[src/rtl/mcp02_stack_alu_unit.sv]
`default_nettype none
// ============================================================================
// Module      : mcp02_stack_alu_unit
// Description : Operand stack with an integrated ALU for the multicycle stack
//               processor. Commands arrive one at a time over a valid/ready
//               handshake. Each command is sequenced over several cycles
//               against a single-port storage array. The unit exports TOS, a
//               zero flag and occupancy status as registered outputs.
// Options     : MCP02_DUP_SWAP_EN - when defined, DUP and SWAP are built in;
//               otherwise opcodes 110/111 complete as one-cycle errors.
// Revision    : 1.0 - initial release
// ============================================================================
module mcp02_stack_alu_unit #(
    parameter int DATA_W = 8,
    parameter int DEPTH  = 16
) (
    input  logic                       clk,
    input  logic                       rst,
    input  logic                       cmd_valid,
    output logic                       cmd_ready,
    input  logic [2:0]                 cmd_op,
    input  logic [DATA_W-1:0]          cmd_data,
    output logic                       rsp_valid,
    output logic [DATA_W-1:0]          rsp_data,
    output logic                       rsp_err,
    output logic [DATA_W-1:0]          tos,
    output logic                       zero,
    output logic [$clog2(DEPTH+1)-1:0] count,
    output logic                       full,
    output logic                       empty
);

    localparam int c_ADDR_W = $clog2(DEPTH);
    localparam int c_CNT_W  = $clog2(DEPTH + 1);

    localparam logic [2:0] c_OP_PUSH = 3'b000;
    localparam logic [2:0] c_OP_POP  = 3'b001;
    localparam logic [2:0] c_OP_ADD  = 3'b010;
    localparam logic [2:0] c_OP_SUB  = 3'b011;
    localparam logic [2:0] c_OP_AND  = 3'b100;
    localparam logic [2:0] c_OP_NOT  = 3'b101;
    localparam logic [2:0] c_OP_DUP  = 3'b110;
    localparam logic [2:0] c_OP_SWAP = 3'b111;

    typedef enum logic [2:0] {
        S_IDLE = 3'd0,
        S_RD_A = 3'd1,
        S_RD_B = 3'd2,
        S_EXEC = 3'd3,
        S_WR   = 3'd4,
`ifdef MCP02_DUP_SWAP_EN
        S_WR2  = 3'd5,
`endif
        S_DONE = 3'd6
    } state_t;

    state_t r_state;
    state_t w_state_nxt;

    logic [DATA_W-1:0]   r_mem [DEPTH];

    logic [2:0]          r_op;
    logic [DATA_W-1:0]   r_data;
    logic [DATA_W-1:0]   r_opa;
    logic [DATA_W-1:0]   r_opb;
    logic [DATA_W-1:0]   r_res;
    logic [DATA_W-1:0]   r_rsp_data;
    logic                r_rsp_err;
    logic [c_CNT_W-1:0]  r_count;
    logic [c_CNT_W-1:0]  r_nxt_count;
    logic [DATA_W-1:0]   r_tos;
    logic [DATA_W-1:0]   r_nxt_tos;
    logic                r_zero;
    logic                r_full;
    logic                r_empty;

    logic                w_accept;
    logic                w_err;
    logic [DATA_W-1:0]   w_alu;
    logic [c_ADDR_W-1:0] w_sp;
    logic [c_ADDR_W-1:0] w_tos_a;
    logic [c_ADDR_W-1:0] w_nos_a;
    logic [c_ADDR_W-1:0] w_addr;
    logic                w_we;
    logic [DATA_W-1:0]   w_wdata;
    logic [DATA_W-1:0]   w_rd_data;

    assign w_accept  = cmd_valid && (r_state == S_IDLE);

    // Addresses wrap in c_ADDR_W bits, so sp == DEPTH maps to 0 and
    // sp-1 / sp-2 still land on the right entries when the stack is full.
    assign w_sp      = r_count[c_ADDR_W-1:0];
    assign w_tos_a   = w_sp - c_ADDR_W'(1);
    assign w_nos_a   = w_sp - c_ADDR_W'(2);
    assign w_rd_data = r_mem[w_addr];

    assign cmd_ready = (r_state == S_IDLE);
    assign rsp_valid = (r_state == S_DONE);
    assign rsp_err   = (r_state == S_DONE) && r_rsp_err;
    assign rsp_data  = r_rsp_data;
    assign tos       = r_tos;
    assign zero      = r_zero;
    assign count     = r_count;
    assign full      = r_full;
    assign empty     = r_empty;

    // Reject a command at accept time if the stack cannot support it.
    always_comb begin
        w_err = 1'b0;
        case (cmd_op)
            c_OP_PUSH:                    w_err = r_full;
            c_OP_POP, c_OP_NOT:           w_err = r_empty;
            c_OP_ADD, c_OP_SUB, c_OP_AND: w_err = (r_count < c_CNT_W'(2));
`ifdef MCP02_DUP_SWAP_EN
            c_OP_DUP:                     w_err = r_empty || r_full;
            c_OP_SWAP:                    w_err = (r_count < c_CNT_W'(2));
`else
            c_OP_DUP, c_OP_SWAP:          w_err = 1'b1;
`endif
            default:                      w_err = 1'b1;
        endcase
    end

    // ALU: NOS is the left operand, so SUB yields NOS - TOS.
    always_comb begin
        w_alu = '0;
        case (r_op)
            c_OP_ADD: w_alu = r_opb + r_opa;
            c_OP_SUB: w_alu = r_opb - r_opa;
            c_OP_AND: w_alu = r_opb & r_opa;
            c_OP_NOT: w_alu = ~r_opa;
            default:  w_alu = '0;
        endcase
    end

    // State register.
    always_ff @(posedge clk) begin
        if (rst) begin
            r_state <= S_IDLE;
        end else begin
            r_state <= w_state_nxt;
        end
    end

    // Next-state decode and single-port storage address/write control.
    always_comb begin
        w_state_nxt = r_state;
        w_addr      = w_tos_a;
        w_we        = 1'b0;
        w_wdata     = r_data;
        case (r_state)
            S_IDLE: begin
                if (w_accept) begin
                    if (w_err) begin
                        w_state_nxt = S_DONE;
                    end else if (cmd_op == c_OP_PUSH) begin
                        w_state_nxt = S_WR;
                    end else begin
                        w_state_nxt = S_RD_A;
                    end
                end
            end
            S_RD_A: begin
                // POP already holds the popped value in r_tos; its one read
                // fetches the entry that becomes the new TOS.
                w_addr = (r_op == c_OP_POP) ? w_nos_a : w_tos_a;
                case (r_op)
                    c_OP_POP: w_state_nxt = S_DONE;
                    c_OP_NOT: w_state_nxt = S_EXEC;
`ifdef MCP02_DUP_SWAP_EN
                    c_OP_DUP: w_state_nxt = S_WR;
`endif
                    default:  w_state_nxt = S_RD_B;
                endcase
            end
            S_RD_B: begin
                w_addr = w_nos_a;
`ifdef MCP02_DUP_SWAP_EN
                w_state_nxt = (r_op == c_OP_SWAP) ? S_WR : S_EXEC;
`else
                w_state_nxt = S_EXEC;
`endif
            end
            S_EXEC: begin
                w_state_nxt = S_WR;
            end
            S_WR: begin
                w_we        = 1'b1;
                w_state_nxt = S_DONE;
                case (r_op)
                    c_OP_PUSH: begin
                        w_addr  = w_sp;
                        w_wdata = r_data;
                    end
                    c_OP_NOT: begin
                        w_addr  = w_tos_a;
                        w_wdata = r_res;
                    end
`ifdef MCP02_DUP_SWAP_EN
                    c_OP_DUP: begin
                        w_addr  = w_sp;
                        w_wdata = r_opa;
                    end
                    c_OP_SWAP: begin
                        w_addr      = w_nos_a;
                        w_wdata     = r_opa;
                        w_state_nxt = S_WR2;
                    end
`endif
                    default: begin
                        w_addr  = w_nos_a;
                        w_wdata = r_res;
                    end
                endcase
            end
`ifdef MCP02_DUP_SWAP_EN
            S_WR2: begin
                w_we        = 1'b1;
                w_addr      = w_tos_a;
                w_wdata     = r_opb;
                w_state_nxt = S_DONE;
            end
`endif
            S_DONE: begin
                w_state_nxt = S_IDLE;
            end
            default: begin
                w_state_nxt = S_IDLE;
            end
        endcase
    end

    // Storage array write port; contents are intentionally not reset.
    always_ff @(posedge clk) begin
        if (w_we) begin
            r_mem[w_addr] <= w_wdata;
        end
    end

    // Operand capture, response build-up and status commit on DONE.
    always_ff @(posedge clk) begin
        if (rst) begin
            r_op        <= c_OP_PUSH;
            r_data      <= '0;
            r_opa       <= '0;
            r_opb       <= '0;
            r_res       <= '0;
            r_rsp_data  <= '0;
            r_rsp_err   <= 1'b0;
            r_count     <= '0;
            r_nxt_count <= '0;
            r_tos       <= '0;
            r_nxt_tos   <= '0;
            r_zero      <= 1'b1;
            r_full      <= 1'b0;
            r_empty     <= 1'b1;
        end else begin
            case (r_state)
                S_IDLE: begin
                    if (w_accept) begin
                        r_op        <= cmd_op;
                        r_data      <= cmd_data;
                        r_rsp_err   <= w_err;
                        r_rsp_data  <= '0;
                        r_nxt_count <= r_count;
                        r_nxt_tos   <= r_tos;
                    end
                end
                S_RD_A: begin
                    r_opa <= w_rd_data;
                    if (r_op == c_OP_POP) begin
                        r_nxt_count <= r_count - c_CNT_W'(1);
                        r_nxt_tos   <= (r_count >= c_CNT_W'(2)) ? w_rd_data : '0;
                        r_rsp_data  <= r_tos;
                    end
                end
                S_RD_B: begin
                    r_opb <= w_rd_data;
                end
                S_EXEC: begin
                    r_res <= w_alu;
                end
                S_WR: begin
                    case (r_op)
                        c_OP_PUSH: begin
                            r_nxt_count <= r_count + c_CNT_W'(1);
                            r_nxt_tos   <= r_data;
                            r_rsp_data  <= r_data;
                        end
                        c_OP_NOT: begin
                            r_nxt_tos  <= r_res;
                            r_rsp_data <= r_res;
                        end
                        c_OP_ADD, c_OP_SUB, c_OP_AND: begin
                            r_nxt_count <= r_count - c_CNT_W'(1);
                            r_nxt_tos   <= r_res;
                            r_rsp_data  <= r_res;
                        end
`ifdef MCP02_DUP_SWAP_EN
                        c_OP_DUP: begin
                            r_nxt_count <= r_count + c_CNT_W'(1);
                            r_nxt_tos   <= r_opa;
                            r_rsp_data  <= r_opa;
                        end
                        c_OP_SWAP: begin
                            r_nxt_tos  <= r_opb;
                            r_rsp_data <= r_opb;
                        end
`endif
                        default: begin
                        end
                    endcase
                end
                S_DONE: begin
                    r_count <= r_nxt_count;
                    r_tos   <= r_nxt_tos;
                    r_zero  <= (r_nxt_tos == '0);
                    r_full  <= (r_nxt_count == c_CNT_W'(DEPTH));
                    r_empty <= (r_nxt_count == '0);
                end
                default: begin
                end
            endcase
        end
    end

endmodule
`default_nettype wire

[config.mk]
export PLATFORM = sky130hd
export DESIGN_NAME = mcp02_stack_alu_unit
export DESIGN_NICKNAME = d
export VERILOG_FILES = /design/src/rtl/mcp02_stack_alu_unit.sv
export SDC_FILE = /design/constraint.sdc
export NUM_CORES = 1
export LEC_CHECK = 0
export CORE_UTILIZATION = 45
export DETAILED_ROUTE_END_ITERATION = 6
export MAX_ROUTING_LAYER = met4
export SETUP_SLACK_MARGIN = 0.02
export SYNTH_ARGS = -nofsm -noshare
export SYNTH_HDL_FRONTEND = slang
export SYNTH_SLANG_ARGS = --single-unit
[constraint.sdc]
create_clock -name clk -period 3.32 [get_ports clk]
set_input_delay 0.664 -clock clk [delete_from_list [all_inputs] [get_ports clk]]
set_output_delay 0.664 -clock clk [all_outputs]
set_load 0.01 [all_outputs]
==> results.py, run 1 <==
metrics = {
    "timing": {
        "hold_ws_ps": 453.8,
        "slew-limit-headroom_pct": 41.25,
        "final-setup-viol-count": 0,
        "drv_slew": 0,
        "rsz0062_at_grt": "false",
        "fin_crit_ps": 3158,
        "fin_skew_ps": 10.11,
        "finalSetupTns_ps": 0,
        "max_freq_mhz": 316.7,
        "finalCritPeriodShare_pct": 95.12,
        "worst_pin_slew_ps": 877.9,
        "finalHoldViolCount": 0,
    },
    "floorplan": {
        "rows": 52,
        "fp.dieH_um": 146.9,
        "start_util_pct": 46.23,
        "fp.dieW_um": 146.9,
        "core_area_sq_um": 20430,
        "io-pin-count": 41,
        "die-area_sq_um": 21570,
    },
    "placed_design": {
        "place_congestion": 0.8880,
        "portBuffers": 40,
        "dp_hpwl_um": 17690,
        "dp.cells": 1222,
    },
    "detailed_routing": {
        "top_layer_used": "met4",
        "drt_wl_total_um": 26190,
        "drt-met1-wl_um": 11400,
        "wl_per_cell_um": 20.72,
        "drt_iter0_markers": 405,
        "vias": 7264,
        "vias_per_cell": 5.747,
        "wl_met2_um": 13010,
        "drt_pass1_iterations": 5,
        "drc_errors": 0,
        "dr_wl_met3_um": 1084,
        "antenna_left": 0,
    },
    "cts": {
        "cts_hold_buffers": 0,
        "cts_max_path_buffers": 3,
        "clkLatencyLatePin_ps": 520,
        "cts-root-buf": "clkbuf_16",
        "cts_tree": "built",
        "cts-buffers-inserted": 23,
        "htreeDepth": 1,
        "clkTransAtPathRegs_ps": 60,
        "cts.sinks": 204,
    },
    "setup_path": {
        "start_kind": "flip-flop",
        "worst-endpoint-required_ps": 3700,
        "cp-end-kind": "flip-flop",
        "rr_worst_depth": 9,
        "critPathKind": "flip-flop to flip-flop",
        "rrSetupSlack_ps": 160,
        "cp_max_fo": 19,
        "reg2reg_from": "r_state[0]$_SDFFE_PP0N_",
        "worstPathArrival_ps": 3530,
        "r2r_end": "r_nxt_tos[2]$_SDFFE_PP0P_",
    },
    "global_route": {
        "grt_pass1_vias": 7148,
        "grt_overflow": 0,
        "grt_pass1_wl_um": 40610,
        "grtUsageTotal_pct": 25.30,
        "antenna_found_initial": 0,
        "grt_max_degree": 50,
    },
    "power": {
        "power.leakage_nw": 3.946,
        "power_density_nw_per_um2": 717.6,
        "ir_drop_uv": 466.8,
    },
    "cells_and_area": {
        "final_cell_mix": "nand2_1, edfxtp_1, dfxtp_1, a21oi_1, buf_4",
        "drive_gt1_share_pct": 12.78,
        "final_nets": 1007,
        "final_common_cell": "nand2_1",
        "syn_to_final_growth_pct": 18.58,
        "antennaDiodeCount": 0,
        "nFillCells": 1815,
        "final-instance-count-excl-fill": 1264,
    },
    "synth": {
        "synthCells": 915,
        "yosys-top-cells-area": "edfxtp_1, dfxtp_1, nand2_1",
        "synth_cell_types": 62,
        "synth_edf_count": 128,
        "async_flop_share_pct": 0,
        "avgSynthCellArea_sq_um": 10.32,
        "syn_area_sq_um": 9445,
        "synth_largest_area_cell": "edfxtp_1",
        "synth_nets": 945,
        "ys_ff_latch": 204,
        "netlist.area_leader.share_pct": 40.69,
        "ys.flop_type": "edfxtp_1",
        "yosysWarnings": 0,
        "synth.yosys.seq_area_share_pct": 56.80,
    },
    "run_status": {
        "status": "complete, no violations",
    },
    "hold_path": {
        "hold_path.class": "flip-flop to flip-flop",
        "hold_depth": 2,
        "hold-path-endpoint": "r_rsp_err$_SDFFE_PP0P_",
        "min-delay-start": "r_rsp_err$_SDFFE_PP0P_",
    },
    "job": {
        "cap_viol_max_count": 0,
    },
}
==> synth_stat cells, types with 2 or more instances <==
cell type	n
a211oi_1	49
a21oi_1	75
a22oi_1	5
a311oi_1	37
a31oi_1	2
and2_1	4
and3_1	35
buf_2	28
buf_4	2
clkbuf_1	35
dfxtp_1	76
edfxtp_1	128
ha_1	15
inv_1	15
mux2_2	8
mux2i_1	5
nand2_1	163
nand2b_1	6
nand3_1	14
nand3b_1	14
nor2_1	60
nor2b_1	7
nor3_1	5
nor3b_1	3
nor4_1	4
nor4_2	8
o21ai_0	29
o21ai_1	18
o21bai_1	2
o22ai_1	8
o311ai_0	2
or2_2	2
or3_1	7
or3b_1	2
xnor2_1	11
xor2_1	5
==> report_power, final <==
| part | internal [W] | switching (W) |
|---|---|---|
| combinational | 0.000978 | 0.00150 |
| clock | 0.00150 | 0.00103 |
| sequential | 0.00288 | 0.000155 |
| total | 0.00536 | 0.00268 |
==> timing repair <==
item	CTS	global route
resized for setup	0	7
buffers inserted	0	0
endpoints found under the setup margin	0	30
==> cell type report <==
type / count / area (sq um) / share of cell area (%)
Sequential cell: 204 / 5365 / 47.90
Multi-Input combinational cell: 628 / 3782 / 33.77
Timing Repair Buffer: 104 / 900.9 / 8.043
Clock buffer: 31 / 626.9 / 5.597
Tap cell: 270 / 337.8 / 3.016
Clock inverter: 11 / 123.9 / 1.106
Inverter: 16 / 63.81 / 0.5697
==> per-layer routing <==
metal | vias to the layer above | GRT usage, %
li1 | 3494 | -
met1 | 3551 | 31.80
met2 | 167 | 42.91
met3 | 52 | 3.261
met4 | 0 | 6.875
met5 | - | -
==> cells by family after synthesis <==
| kind of cell | Yosys count | synth area share (%) |
|---|---|---|
| xor+xnor | 16 | 1.484 |
| simple gates | 342 | 17.61 |
| fa+ha+maj | 16 | 2.199 |
| mux | 14 | 1.643 |
| flops | 204 | 56.80 |
| buf+inv | 83 | 3.828 |
| compound gates | 240 | 16.44 |
==> registers in the layout (all words and copies together), names as in the netlist <==
signal	flops
count	5
empty	1
full	1
r_data	8
r_mem	128
r_nxt_count	5
r_nxt_tos	8
r_op	3
r_opa	8
r_opb	8
r_res	8
r_rsp_err	1
r_state	3
rsp_data	8
tos	8
zero	1
==> critical path: stages, from the launching register on <==
cell      delay (ps)
dfxtp_1          560
nor3b_1          340
a21oi_1          140
mux2_4           430
buf_4            230
and3_1           190
a211oi_1         230
a311oi_1         130
nor4_2           580
o22ai_1          160
==> per-stage QoR <==
step | worst slack [ps] | cell area [sq um] | utilization, % | total power, W
3_5_place_dp | 92.95 | 10410 | 50.93 | 0.005495
2_1_floorplan | 456.4 | 9445 | - | 0.004641
6_report | 162.2 | 11200 | 54.83 | 0.008038
5_1_grt | 16.37 | 11200 | 54.83 | 0.008425
4_1_cts | 61.80 | 11160 | 54.61 | 0.008033
3_3_place_gp | 32.20 | 10410 | 50.93 | 0.005484
==> how the worst max path moves through the flow <==
stage	start	end	cells after the start
2_1_floorplan	r_op[1]$_SDFFE_PP0P_	r_res[7]$_SDFFE_PP0N_	14
3_3_place_gp	r_state[0]$_SDFFE_PP0N_	r_nxt_tos[2]$_SDFFE_PP0P_	9
3_5_place_dp	r_state[0]$_SDFFE_PP0N_	r_nxt_tos[6]$_SDFFE_PP0P_	9
4_1_cts	r_state[0]$_SDFFE_PP0N_	r_nxt_tos[2]$_SDFFE_PP0P_	9
5_1_grt	r_state[0]$_SDFFE_PP0N_	r_nxt_tos[2]$_SDFFE_PP0P_	9
6_report	r_state[0]$_SDFFE_PP0N_	r_nxt_tos[2]$_SDFFE_PP0P_	9
Power figures use the tool's default switching activity.
==> inputs of run 2 (changes only) <==
clock period = 2.6 ns   (was 3.32 ns; I/O delays follow)
==> run 2 against run 1 <==
  * The run now ends with setup timing left
  * Cell count rose by 5.7%
  * Wire length rose by 8.7%
  * Clock-buffer cell count fell by 5
  * Via count rose by 6.6%
  * Total power rose by 43%
  * Critical endpoint is now r_nxt_tos[5]$_SDFFE_PP0P_
  * Largest cell class unchanged
==> results.py, run 2 (same netlist as run 1, synthesis figures left out) <==
metrics = {
    "run_status": {
        "status": "complete, but fails checks",
        "violations": "setup timing",
    },
    "timing": {
        "max_freq_mhz": 362.4,
        "rsz0062_at_grt": "true",
        "fin_skew_ps": 10.24,
        "final-setup-viol-count": 31,
        "drv_slew": 0,
        "hold_ws_ps": 456.9,
        "worst_pin_slew_ps": 597.1,
        "finalHoldViolCount": 0,
        "setup_ws_ps": -159.5,
        "slew-limit-headroom_pct": 59.92,
        "finalCritPeriodShare_pct": 106.1,
        "fin_crit_ps": 2759,
    },
    "global_route": {
        "grt_pass1_wl_um": 42820,
        "grt_pass1_vias": 7498,
        "antenna_found_initial": 0,
        "grt_overflow": 0,
        "grtUsageTotal_pct": 26.83,
        "grt_max_degree": 36,
    },
    "setup_path": {
        "worst-endpoint-required_ps": 3040,
        "worstPathArrival_ps": 3200,
        "worst_path_most_repeated_cell": "buf_4",
        "cp_max_fo": 7,
        "cp_slowest_cell": "a311oi_1",
        "critPathKind": "flip-flop to flip-flop",
        "cp-end-kind": "flip-flop",
        "worstPathCellList": "buf_4 > or3b_1 > a211o_1 > a21oi_2 > o21ba_4 > o21ai_2 > buf_12 > a311oi_1 > nor4_2 > buf_4 > o22ai_1",
        "max_stage_delay_ps": 520,
        "start_kind": "flip-flop",
    },
    "placed_design": {
        "place_congestion": 0.8422,
        "placed_area_sq_um": 10940,
        "place_worst_setup_slack_ps": -534.5,
        "portBuffers": 40,
        "dp.cells": 1270,
        "dp_hpwl_um": 18620,
    },
    "power": {
        "power_density_nw_per_um2": 898.3,
        "swShare_pct": 34.53,
        "p_seq_share_pct": 33.9,
        "ir_drop_uv": 863.2,
        "p_int_w": 0.007504,
        "p_switching_w": 0.003958,
        "p_clk_share_pct": 27.6,
        "power.leakage_nw": 4.510,
        "power_frac_comb_pct": 38.5,
    },
    "floorplan": {
        "core_area_sq_um": 20430,
        "rows": 52,
        "die-area_sq_um": 21570,
        "fp.dieH_um": 146.9,
        "start_util_pct": 46.23,
        "fp.dieW_um": 146.9,
        "io-pin-count": 41,
    },
    "cells_and_area": {
        "drive_gt1_share_pct": 28.33,
        "regArea_sq_um": 5385,
        "final-instance-count-excl-fill": 1336,
        "multi_input_area_sq_um": 4516,
        "final_common_cell": "nand2_1",
        "nFillCells": 1649,
        "fin_area_sq_um": 12760,
        "largest_register": "r_mem",
        "antennaDiodeCount": 0,
        "final_nets": 1080,
        "syn_to_final_growth_pct": 35.09,
        "largest_reg_flops": 128,
        "final_cell_mix": "nand2_1, edfxtp_1, buf_4, a21oi_1, dfxtp_1",
        "postLayoutCoreUtil_pct": 62.46,
    },
    "hold_path": {
        "hold_path.class": "flip-flop to flip-flop",
    },
    "cts": {
        "cts_max_path_buffers": 3,
        "cts-root-buf": "clkbuf_16",
        "cts_tree": "built",
        "cts_hold_buffers": 0,
        "clkTransAtPathRegs_ps": 60,
        "cts-buffers-inserted": 23,
        "cts.sinks": 204,
        "clkLatencyLatePin_ps": 520,
        "htreeDepth": 1,
    },
    "detailed_routing": {
        "wl_met2_um": 14090,
        "drt_pass1_iterations": 5,
        "vias": 7740,
        "drt-met1-wl_um": 11780,
        "drc_errors": 0,
        "dr_wl_met3_um": 1554,
        "drt_wl_total_um": 28460,
        "drt_iter0_markers": 380,
        "top_layer_used": "met4",
        "wl_per_cell_um": 21.30,
        "antenna_left": 0,
        "vias_per_cell": 5.793,
    },
    "job": {
        "cap_viol_max_count": 0,
    },
}
## run 2: cell count changes in the layout (fill, tap and decap cells not counted), moves of 12 or more
cell	change
buf_12	+15
buf_4	+42
a211oi_2	+15
a311oi_2	+12
a311oi_1	-20
a211oi_1	-20
## run 2: routing by layer
layer / vias up / global-route usage, %
met1: 3797 / 32.81
met2: 223 / 45.26
met5: - / -
met3: 71 / 3.727
li1: 3649 / -
met4: 0 / 9.740
## run 2: layout make-up
class,count,area share (%)
inverters,16,0.4707
clock buffers,26,4.599
well taps,270,2.648
repair buffers,176,13.55
clock inverters,15,1.137
multi-input cells,629,35.39
flip-flops and latches,204,42.20
## run 2: power by group through the flow
stage	Clock (W)	Sequential [W]	Combinational, W
6_report	0.00317	0.00388	0.00441
5_1_grt	0.00333	0.00390	0.00470
4_1_cts	0.00321	0.00387	0.00387
3_5_place_dp	0	0.00394	0.00344
3_3_place_gp	0	0.00393	0.00341
2_1_floorplan	0	0.00388	0.00207
## run 2: worst paths after layout
check / start / to / slack (ps) / cells past startpoint
setup / recovery: r_state[2]$_SDFFE_PP0N_ / r_nxt_tos[5]$_SDFFE_PP0P_ / -160 / 11
hold / removal: r_rsp_err$_SDFFE_PP0P_ / r_rsp_err$_SDFFE_PP0P_ / 460 / 2
setup reg to reg: r_state[2]$_SDFFE_PP0N_ / r_nxt_tos[5]$_SDFFE_PP0P_ / -160 / 11
hold reg to reg: r_rsp_err$_SDFFE_PP0P_ / r_rsp_err$_SDFFE_PP0P_ / 460 / 2
## run 2: per-stage QoR
stage          TNS, ps  total power, W
2_1_floorplan   -19.81        0.005953
3_3_place_gp    -21630        0.007346
3_5_place_dp    -23590        0.007377
4_1_cts          -2252         0.01095
5_1_grt          -6624         0.01193
6_report         -2256         0.01146
## run 2: repair_timing
action                                 in CTS  in global routing
gates cloned                                2                  2
setup endpoints to repair                 153                147
endpoints found under the hold margin       0                  0
pin swaps                                  32                 38
resized for setup                          72                 84
buffers inserted                           14                 11
## run 2: critical path, delay by kind of cell, from the launching register on
family | cells | cell delay (ps)
simple gates | 2 | 440
compound gates | 6 | 1400
buf+inv | 3 | 480
flops | 1 | 360
